--- src/rtl/path_accum_pkg.sv ---
`default_nettype none
// ============================================================================
//  Module      : path_accum_pkg
//  Description : Shared constants and FSM state encoding for the path
//                accumulator and its plot buffer.
//  Revision    : 1.0 - initial release
// ============================================================================
package path_accum_pkg;

    localparam int DEPTH     = 16;
    localparam int W         = 8;
    localparam int ENE_ACC_W = 16;
    localparam int LEN_W     = 5;
    localparam logic [ENE_ACC_W-1:0] ENE_SAT = 16'hFFFF;

    typedef enum logic [1:0] {
        IDLE  = 2'd0,
        ACCUM = 2'd1,
        DRAIN = 2'd2
    } state_t;

endpackage
`default_nettype wire

--- src/rtl/path_fifo.sv ---
`default_nettype none
// ============================================================================
//  Module      : path_fifo
//  Description : DEPTH x W register FIFO holding the plot codes of one path.
//                Pointers wrap modulo DEPTH; count is the number of entries
//                not yet popped. Contents are not cleared by reset or clr.
//  Revision    : 1.0 - initial release
// ============================================================================
module path_fifo #(
    parameter int DEPTH = 16,
    parameter int W     = 8
) (
    input  logic                         clk_i,
    input  logic                         rst_i,
    input  logic                         clr_i,
    input  logic                         wr_en_i,
    input  logic [W-1:0]                 wr_data_i,
    input  logic                         rd_en_i,
    output logic [W-1:0]                 rd_data_o,
    output logic [$clog2(DEPTH+1)-1:0]   count_o
);

    localparam int PW = (DEPTH > 1) ? $clog2(DEPTH) : 1;
    localparam int CW = $clog2(DEPTH + 1);

    logic [W-1:0]  mem_q [DEPTH];
    logic [PW-1:0] wr_ptr_q, wr_ptr_d;
    logic [PW-1:0] rd_ptr_q, rd_ptr_d;
    logic [CW-1:0] count_q,  count_d;

    function automatic logic [PW-1:0] ptr_inc(input logic [PW-1:0] p);
        return (p == PW'(DEPTH - 1)) ? '0 : p + 1'b1;
    endfunction

    // Next-state for pointers and occupancy; clr restarts an empty buffer.
    always_comb begin
        wr_ptr_d = wr_ptr_q;
        rd_ptr_d = rd_ptr_q;
        count_d  = count_q;
        if (clr_i) begin
            wr_ptr_d = '0;
            rd_ptr_d = '0;
            count_d  = '0;
        end else begin
            if (wr_en_i) begin
                wr_ptr_d = ptr_inc(wr_ptr_q);
                count_d  = count_d + 1'b1;
            end
            if (rd_en_i) begin
                rd_ptr_d = ptr_inc(rd_ptr_q);
                count_d  = count_d - 1'b1;
            end
        end
    end

    // Pointer and count registers.
    always_ff @(posedge clk_i) begin
        if (rst_i) begin
            wr_ptr_q <= '0;
            rd_ptr_q <= '0;
            count_q  <= '0;
        end else begin
            wr_ptr_q <= wr_ptr_d;
            rd_ptr_q <= rd_ptr_d;
            count_q  <= count_d;
        end
    end

    // Storage array; no reset needed since count gates every read.
    always_ff @(posedge clk_i) begin
        if (wr_en_i && !clr_i) begin
            mem_q[wr_ptr_q] <= wr_data_i;
        end
    end

    assign rd_data_o = mem_q[rd_ptr_q];
    assign count_o   = count_q;

endmodule
`default_nettype wire

--- src/rtl/path_accum.sv ---
`default_nettype none
// ============================================================================
//  Module      : path_accum
//  Description : Accumulates the selected minimum energy of each path step
//                (saturating) and buffers the plot codes, then drains them
//                oldest-first to a consumer and pulses done when empty.
//  Revision    : 1.0 - initial release
// ============================================================================
module path_accum #(
    parameter int DEPTH = path_accum_pkg::DEPTH,
    parameter int W     = path_accum_pkg::W
) (
    input  logic          m_clock,
    input  logic          p_reset,
    input  logic          start,
    input  logic          step_exe,
    input  logic [W-1:0]  inene,
    input  logic [W-1:0]  inplot,
    input  logic          finish,
    input  logic          rd_req,
    output logic [15:0]   total_ene,
    output logic [4:0]    path_len,
    output logic [W-1:0]  plot_out,
    output logic          plot_valid,
    output logic          busy,
    output logic          overflow,
    output logic          done
);

    import path_accum_pkg::*;

    localparam int CW = $clog2(DEPTH + 1);

    state_t                  state_q, state_d;
    logic [ENE_ACC_W-1:0]    total_q, total_d;
    logic [LEN_W-1:0]        len_q,   len_d;
    logic                    ovf_q,   ovf_d;
    logic                    done_q,  done_d;

    logic                    fifo_clr;
    logic                    fifo_wr;
    logic                    fifo_rd;
    logic [W-1:0]            fifo_data;
    logic [CW-1:0]           remaining;
    logic [ENE_ACC_W:0]      ene_sum;

    // Energy sum with one carry bit so saturation is a single bit test.
    assign ene_sum = {1'b0, total_q} + (ENE_ACC_W + 1)'(inene);

    // Control FSM and accumulator next-state; start overrides everything.
    always_comb begin
        state_d  = state_q;
        total_d  = total_q;
        len_d    = len_q;
        ovf_d    = ovf_q;
        done_d   = 1'b0;
        fifo_clr = 1'b0;
        fifo_wr  = 1'b0;
        fifo_rd  = 1'b0;
        if (start) begin
            state_d  = ACCUM;
            total_d  = '0;
            len_d    = '0;
            ovf_d    = 1'b0;
            fifo_clr = 1'b1;
        end else begin
            case (state_q)
                IDLE: ;
                ACCUM: begin
                    // A step coincident with finish is taken before draining.
                    if (step_exe) begin
                        total_d = ene_sum[ENE_ACC_W] ? ENE_SAT : ene_sum[ENE_ACC_W-1:0];
                        if (len_q < LEN_W'(DEPTH)) begin
                            fifo_wr = 1'b1;
                            len_d   = len_q + 1'b1;
                        end else begin
                            ovf_d = 1'b1;
                        end
                    end
                    if (finish) begin
                        state_d = DRAIN;
                    end
                end
                DRAIN: begin
                    if (remaining == '0) begin
                        state_d = IDLE;
                        done_d  = 1'b1;
                    end else if (rd_req) begin
                        fifo_rd = 1'b1;
                    end
                end
                default: state_d = IDLE;
            endcase
        end
    end

    // State and accumulator registers.
    always_ff @(posedge m_clock) begin
        if (p_reset) begin
            state_q <= IDLE;
            total_q <= '0;
            len_q   <= '0;
            ovf_q   <= 1'b0;
            done_q  <= 1'b0;
        end else begin
            state_q <= state_d;
            total_q <= total_d;
            len_q   <= len_d;
            ovf_q   <= ovf_d;
            done_q  <= done_d;
        end
    end

    path_fifo #(
        .DEPTH (DEPTH),
        .W     (W)
    ) u_fifo (
        .clk_i     (m_clock),
        .rst_i     (p_reset),
        .clr_i     (fifo_clr),
        .wr_en_i   (fifo_wr),
        .wr_data_i (inplot),
        .rd_en_i   (fifo_rd),
        .rd_data_o (fifo_data),
        .count_o   (remaining)
    );

    assign plot_valid = (state_q == DRAIN) && (remaining != '0);
    assign plot_out   = plot_valid ? fifo_data : '0;
    assign busy       = (state_q != IDLE);
    assign total_ene  = total_q;
    assign path_len   = len_q;
    assign overflow   = ovf_q;
    assign done       = done_q;

endmodule
`default_nettype wire

--- config.mk ---
export PLATFORM = sky130hd
export DESIGN_NAME = path_accum
export DESIGN_NICKNAME = d
export VERILOG_FILES = /design/src/rtl/path_accum_pkg.sv /design/src/rtl/path_fifo.sv /design/src/rtl/path_accum.sv
export SDC_FILE = /design/constraint.sdc
export NUM_CORES = 1
export LEC_CHECK = 0
export CORE_MARGIN = 3
export CORE_UTILIZATION = 50
export CTS_CLUSTER_DIAMETER = 80
export DETAILED_ROUTE_END_ITERATION = 8
export GPL_TIMING_DRIVEN = 0
export PLACE_DENSITY = 0.74
export SLEW_MARGIN = 20
export SYNTH_ARGS = -nofsm -noshare
export SYNTH_HDL_FRONTEND = slang
export SYNTH_SLANG_ARGS = --single-unit
export TNS_END_PERCENT = 20
--- constraint.sdc ---
create_clock -name m_clock -period 2.8 [get_ports m_clock]
set_input_delay 0.28 -clock m_clock [delete_from_list [all_inputs] [get_ports m_clock]]
set_output_delay 0.28 -clock m_clock [all_outputs]
set_load 0.05 [all_outputs]
==> metrics.log, run 1 <==
[metrics] result of the run: finished, final reports clean
[metrics] placed cell count: 700
[metrics] initial antenna violation count: 0
[metrics] top cell types by occurrence after synthesis: edfxtp_1, dfxtp_1, mux4_2
[metrics] peak fanout along the critical path: 7
[metrics] Clock Sinks: 170
[metrics] CTS HTree Levels: 4
[metrics] number of endpoints with negative hold slack in the final report: 0
[metrics] area of the mapped netlist: 0.00718 sq mm
[metrics] Post-Route Utilization: 0.625
[metrics] Port Buffer Count: 54
[metrics] CTS Root Buffer Type: clkbuf_16
[metrics] kind of start point of the critical path: register
[metrics] sequential cell area fraction in the yosys report: 0.652
[metrics] sequential standard cell area: 0.00469 sq mm
[metrics] final critical-path share of the clock period: 0.985
[metrics] Worst path slowest cell: mux4_2
[metrics] async set-reset flop share out of synthesis: 0
[metrics] Inserted Clock Buffers: 17
[metrics] Clock Latency Late Sink: 0.42 ns
[metrics] via count of the first global-routing pass: 4,572
[metrics] final critical delay including setup and external delays: 2.76 ns
[metrics] Arrival @ worst endpoint: 2.48 ns
[metrics] skew final: 0.0130 ns
[metrics] Post-layout nets: 582
[metrics] first-pass GRT wire length: 24.7 mm
[metrics] number of failing setup endpoints in the final timing report: 0
[metrics] total power: 0.00533 W
[metrics] Layout area overhead: 21.7%
[metrics] Die ar.: 0.0158 sq mm
[metrics] area share of the largest cell type after synthesis: 0.535
[metrics] clock slew at reported path FFs: 0.06 ns
[metrics] Syn Area/Cell: 15.6 sq um
[metrics] Floorplan Core Area: 0.0140 sq mm
[metrics] Critical Path End Type: output port
[metrics] number of enable flip-flop cells after synthesis: 128
[metrics] Worst Path Required: 2.52 ns
[metrics] Die Width: 126 um
[metrics] starting utilization of the core area: 0.514
[metrics] cell with the most instances after synthesis: edfxtp_1
[metrics] routed via count divided by cell count: 5.92
[metrics] global router's overall resource usage: 0.207
[metrics] pwr/cell area: 609 mW/mm^2
[metrics] y dimension of the die: 126 um
[metrics] unrepaired setup endpoints after global routing: false
[metrics] total number of yosys warnings: 0
[metrics] Relative slew margins: 0.311
[metrics] GRT Residual Overflow: 0
[metrics] number of buffers on the longest clock path: 2
[metrics] site row count: 43
[metrics] TritonRoute pass-1 iters: 5
[metrics] number of routed nets with antenna violations: 0
[metrics] Routed wire per std cell: 21.5 um
[metrics] routability cong.: 0.872
[metrics] fmax: 363 MHz
[metrics] static leakage power: 2.87 nW
[metrics] HP Class: in -> reg
[metrics] number of unique standard cell types used by synthesis: 47
[metrics] Post-Route Hold Slack: 0.443 ns
[metrics] primary flip-flop cell chosen by synthesis mapping: edfxtp_1
[metrics] kind of cell with the highest combined delay on the critical path: multiplexers
[metrics] slew at the pin closest to its max-slew limit: 1.03 ns
[metrics] clock tree from TritonCTS: built
[metrics] post-route setup TNS: 0 ns
[metrics] DRT Wirelength: 15.8 mm
[metrics] footprint of the multi-input gates: 0.00242 sq mm
[metrics] worst IR drop on VDD: 0.000413 V
[metrics] Mapped Cells: 460
[metrics] count of antenna diodes in the layout: 0
[metrics] via count: 4,348
[metrics] number of nets in the synthesized netlist: 500
[metrics] cell-by-cell trace of the critical path: buf_12 > clkbuf_16 > mux4_2 > mux4_2 > and2_1 > buf_4
[metrics] post-synth top area cell: edfxtp_1
[metrics] Final HPWL DP: 10.8 mm
[metrics] count of final max-slew check failures: 0
[metrics] Crit Path Category: reg -> out
[metrics] number of register bits inferred by synthesis: 170
[metrics] number of I/O pins: 55
[metrics] maximum cell stage delay along the critical path: 0.53 ns
[metrics] number of buffers and inverters on the critical path: 3
[metrics] pin count of the biggest net entering global routing: 17
[metrics] dominant cells by area after synthesis: edfxtp_1, mux4_2, dfxtp_1
[metrics] layout filler cell count: 1,049
[metrics] max-cap viol count: 0
[metrics] most frequent cell on the critical path: mux4_2
[metrics] Final Instance Count excl. Fillers: 735
[metrics] Remaining DRCs: 0
[metrics] initial drt markers: 378
[metrics] ratio of cells with drive above 1 in the final layout: 0.211
## logic make-up after synthesis
kind of cell / Yosys count / share of synthesized area
AOI/OAI and AO/OA: 67 / 0.0611
xor gates and xnor gates: 15 / 0.0183
adders and majority gates: 18 / 0.0324
buffers and inverters: 33 / 0.0183
DFF: 170 / 0.652
muxes: 43 / 0.130
and+or+nand+nor: 114 / 0.0881
## stage by stage
step,setup WS [ns],cell area (sq um)
2_1_floorplan,0.175,7180
3_3_place_gp,-0.746,7950
3_5_place_dp,-0.353,8030
4_1_cts,0.00473,8670
5_1_grt,0.00215,8740
6_report,0.0418,8740
## flip-flops by register name (all words and copies together) (netlist names), named ones only
name and count:
state_q 2, overflow 1, done 1, u_fifo.mem_q 128, u_fifo.rd_ptr_q 4, u_fifo.wr_ptr_q 4, path_len 5, u_fifo.count_o 5
total_ene 16
## cell usage in the layout, fill, tap and decap left out, types with 12 or more instances in the layout
master / netlist / layout
ha_1: 17 / 17
a21oi_1: 18 / 18
buf_2: 6 / 12
and2_1: 13 / 13
nand2_1: 18 / 18
mux4_2: 40 / 40
inv_1: 12 / 12
clkdlybuf4s50_1: 0 / 45
clkbuf_16: 0 / 19
nor2_1: 27 / 27
a31oi_1: 15 / 15
edfxtp_1: 128 / 128
dfxtp_1: 42 / 41
o21ai_0: 15 / 15
## metal layers
layer	part of all wire	global-route usage	up-vias
li1	-	-	1977
met1	0.40	0.259	2178
met2	0.52	0.350	169
met3	0.062	0.0373	24
met4	0.021	0.0984	0
met5	0	0	-
## final timing paths
check | endpoint | slack (ns) | startpoint | depth (start not counted)
worst max-delay path | plot_out[5] | 0.04 | register | 6
worst min-delay path | state_q[0]$_SDFFE_PP0P_ | 0.44 | p_reset | 2
worst max register to register | u_fifo.mem_q[9][5]$_DFFE_PP_ | 0.21 | state_q[0]$_SDFFE_PP0P_ | 6
worst min register to register | overflow$_SDFFE_PP0P_ | 0.48 | overflow$_SDFFE_PP0P_ | 2
## layout make-up
class | count | area share
Buffer | 21 | 0.0173
Clock buffer | 19 | 0.0495
Clock inverter | 13 | 0.0205
Inverter | 12 | 0.00515
Multi-Input combinational cell | 257 | 0.277
Sequential cell | 170 | 0.536
Tap cell | 180 | 0.0258
Timing Repair Buffer | 63 | 0.0694
## power by group
group | total (W) | internal [W] | switching (W)
combinational | 0.000182 | 0.0000698 | 0.000112
sequential | 0.00272 | 0.00271 | 0.00000590
clock | 0.00242 | 0.00149 | 0.000937
## repair_timing
item	CTS	global route
cloned	0	2
gates resized for setup	63	6
hold buffers	0	0
endpoints found under the setup margin	9	8
setup buffers	0	1
No activity file was read; power rests on OpenSTA's default activity.
==> inputs of run 2 (changes only) <==
- HOLD_SLACK_MARGIN: not set -> 0.06
==> results of run 2 <==
Same layout as run 1: the final DEF is identical, and so are final timing and power.
==> inputs of run 3 (changes only) <==
- CORE_UTILIZATION: 50 -> 40
- PLACE_DENSITY: 0.74 -> 0.62
- SKIP_CTS_REPAIR_TIMING: not set -> 1
==> metrics.log, run 3 (synthesized netlist as in run 1, its figures left out) <==
[metrics] result of the run: finished, final reports clean
[metrics] max-cap viol count: 0
[metrics] count of antenna diodes in the layout: 0
[metrics] most common library cell in the layout ignoring fill and taps: edfxtp_1
[metrics] Worst Path Required: 2.52 ns
[metrics] worst reg-to-reg path cell count: 7
[metrics] Die Width: 140 um
[metrics] post-route design area: 0.00880 sq mm
[metrics] Worst path slowest cell: mux4_2
[metrics] initial drt markers: 196
[metrics] area of placed instances: 0.00807 sq mm
[metrics] leading cell types in the layout, fill and taps excluded: edfxtp_1, clkdlybuf4s50_1, dfxtp_1
[metrics] met2 WL: 8.02 mm
[metrics] Clock Sinks: 170
[metrics] starting utilization of the core area: 0.412
[metrics] number of failing setup endpoints in the final timing report: 0
[metrics] initial antenna violation count: 0
[metrics] most frequent cell on the critical path: mux4_2
[metrics] count of final max-slew check failures: 0
[metrics] Most flops, register: u_fifo.mem_q
[metrics] Hold Path Origin: p_reset
[metrics] Met1 Routed Length: 6.30 mm
[metrics] number of I/O pins: 55
[metrics] Final Instance Count excl. Fillers: 779
[metrics] hold-critical path depth: 2
[metrics] pwr/cell area: 588 mW/mm^2
[metrics] DRT Wirelength: 15.3 mm
[metrics] Crit Path Category: reg -> out
[metrics] number of flip-flops in the largest register: 128
[metrics] Post-layout nets: 582
[metrics] via count: 4,277
[metrics] cell-by-cell trace of the critical path: buf_8 > buf_12 > mux4_2 > mux4_2 > and2_1 > buf_4
[metrics] final critical delay including setup and external delays: 2.75 ns
[metrics] Setup WS pre-CTS: -0.332 ns
[metrics] Remaining DRCs: 0
[metrics] HP Class: in -> reg
[metrics] maximum cell stage delay along the critical path: 0.53 ns
[metrics] number of endpoints with negative hold slack in the final report: 0
[metrics] Arrival @ worst endpoint: 2.47 ns
[metrics] skew final: 0.00648 ns
[metrics] Relative slew margins: 0.303
[metrics] Final HPWL DP: 10.7 mm
[metrics] fmax: 363 MHz
[metrics] first-pass GRT wire length: 24.3 mm
[metrics] Routed wire per std cell: 19.7 um
[metrics] Register-to-Register Setup Slack: 0.24 ns
[metrics] routed via count divided by cell count: 5.49
[metrics] CTS HTree Levels: 4
[metrics] fin worst setup slack: 0.0470 ns
[metrics] Port Buffer Count: 54
[metrics] Post-Route Hold Slack: 0.433 ns
[metrics] Inserted Clock Buffers: 17
[metrics] final critical-path share of the clock period: 0.983
[metrics] number of routed nets with antenna violations: 0
[metrics] TritonRoute pass-1 iters: 4
[metrics] R2R Path Start: total_ene[0]$_SDFFE_PP0P_
[metrics] via count of the first global-routing pass: 4,419
[metrics] peak fanout along the critical path: 8
[metrics] layout filler cell count: 1,434
[metrics] site row count: 48
[metrics] worst IR drop on VDD: 0.000456 V
[metrics] worst hold path endpoint: state_q[0]$_SDFFE_PP0P_
[metrics] highest layer used for signal routing: met4
[metrics] Die ar.: 0.0196 sq mm
[metrics] number of buffers on the longest clock path: 2
[metrics] Layout area overhead: 22.5%
[metrics] Critical Path End Type: output port
[metrics] ratio of cells with drive above 1 in the final layout: 0.208
[metrics] GRT Residual Overflow: 0
[metrics] clock slew at reported path FFs: 0.06 ns
[metrics] routed wire length on met3: 830 um
[metrics] reg-to-reg critical path endpoint: total_ene[15]$_SDFFE_PP0P_
[metrics] y dimension of the die: 140 um
[metrics] placed cell count: 743
[metrics] CTS Root Buffer Type: clkbuf_16
[metrics] kind of start point of the critical path: register
[metrics] static leakage power: 2.88 nW
[metrics] routability cong.: 0.823
[metrics] Floorplan Core Area: 0.0174 sq mm
[metrics] number of buffers and inverters on the critical path: 3
[metrics] global router's overall resource usage: 0.163
[metrics] slew at the pin closest to its max-slew limit: 1.04 ns
[metrics] kind of cell with the highest combined delay on the critical path: multiplexers
[metrics] Clock Latency Late Sink: 0.42 ns
[metrics] pin count of the biggest net entering global routing: 17
[metrics] clock tree from TritonCTS: built
==> run 3: cell count changes in the layout (fill, tap and decap cells not counted), sizes merged, moves of 2 or more <==
| cell | delta |
|---|---|
| inv | +5 |
| buf | -4 |
| clkbuf | +3 |
| bufinv | -2 |
| clkinvlp | -2 |
==> run 3: per-stage QoR <==
| step | total power [W] | util | setup TNS, ns |
|---|---|---|---|
| 2_1_floorplan | 0.00286 | - | 0 |
| 3_3_place_gp | 0.00295 | 0.460 | -33.43 |
| 3_5_place_dp | 0.00295 | 0.464 | -4.41 |
| 4_1_cts | 0.00522 | 0.496 | -6.41 |
| 5_1_grt | 0.00535 | 0.505 | -0.0423 |
| 6_report | 0.00517 | 0.505 | 0 |
==> run 3: worst reg2reg max path, stage by stage (launching register included) <==
cell and delay (ns):
dfxtp_1 0.32, ha_1 0.21, fa_1 0.42, a21o_1 0.24, a221oi_4 0.35, o22ai_4 0.19
or4_1 0.54, and3_1 0.19
==> run 3: power breakdown <==
group	switching [W]	total, W	internal [W]
Sequential	0.00000645	0.00272	0.00271
Combinational	0.000111	0.000181	0.0000699
Clock	0.000956	0.00227	0.00132
==> run 3: routing by layer <==
layer	GRT usage	vias up
met4	0.0418	0
li1	-	1972
met1	0.201	2159
met3	0.0546	19
met5	0	-
met2	0.277	127
==> run 3: area by class of cell <==
class                   instances  area, sq um  share of cell area
inverters                      12         45.0             0.00512
well taps                     225          282              0.0320
plain buffers                  21          154              0.0175
flip-flops and latches        170         4690               0.533
clock buffers                  18          429              0.0488
repair buffers                 63          641              0.0728
clock inverters                13          141              0.0161
multi-input cells             257         2420               0.275
==> run 3: how the worst max path moves through the flow <==
stage,cells past startpoint,to,start
after detailed placement,6,plot_out[1],register
after global routing,6,plot_out[1],register
after floorplan,7,total_ene[15]$_SDFFE_PP0P_,total_ene[0]$_SDFFE_PP0P_
after CTS,6,plot_out[1],register
after global placement,6,u_fifo.mem_q[3][4]$_DFFE_PP_,step_exe
final,6,plot_out[1],register
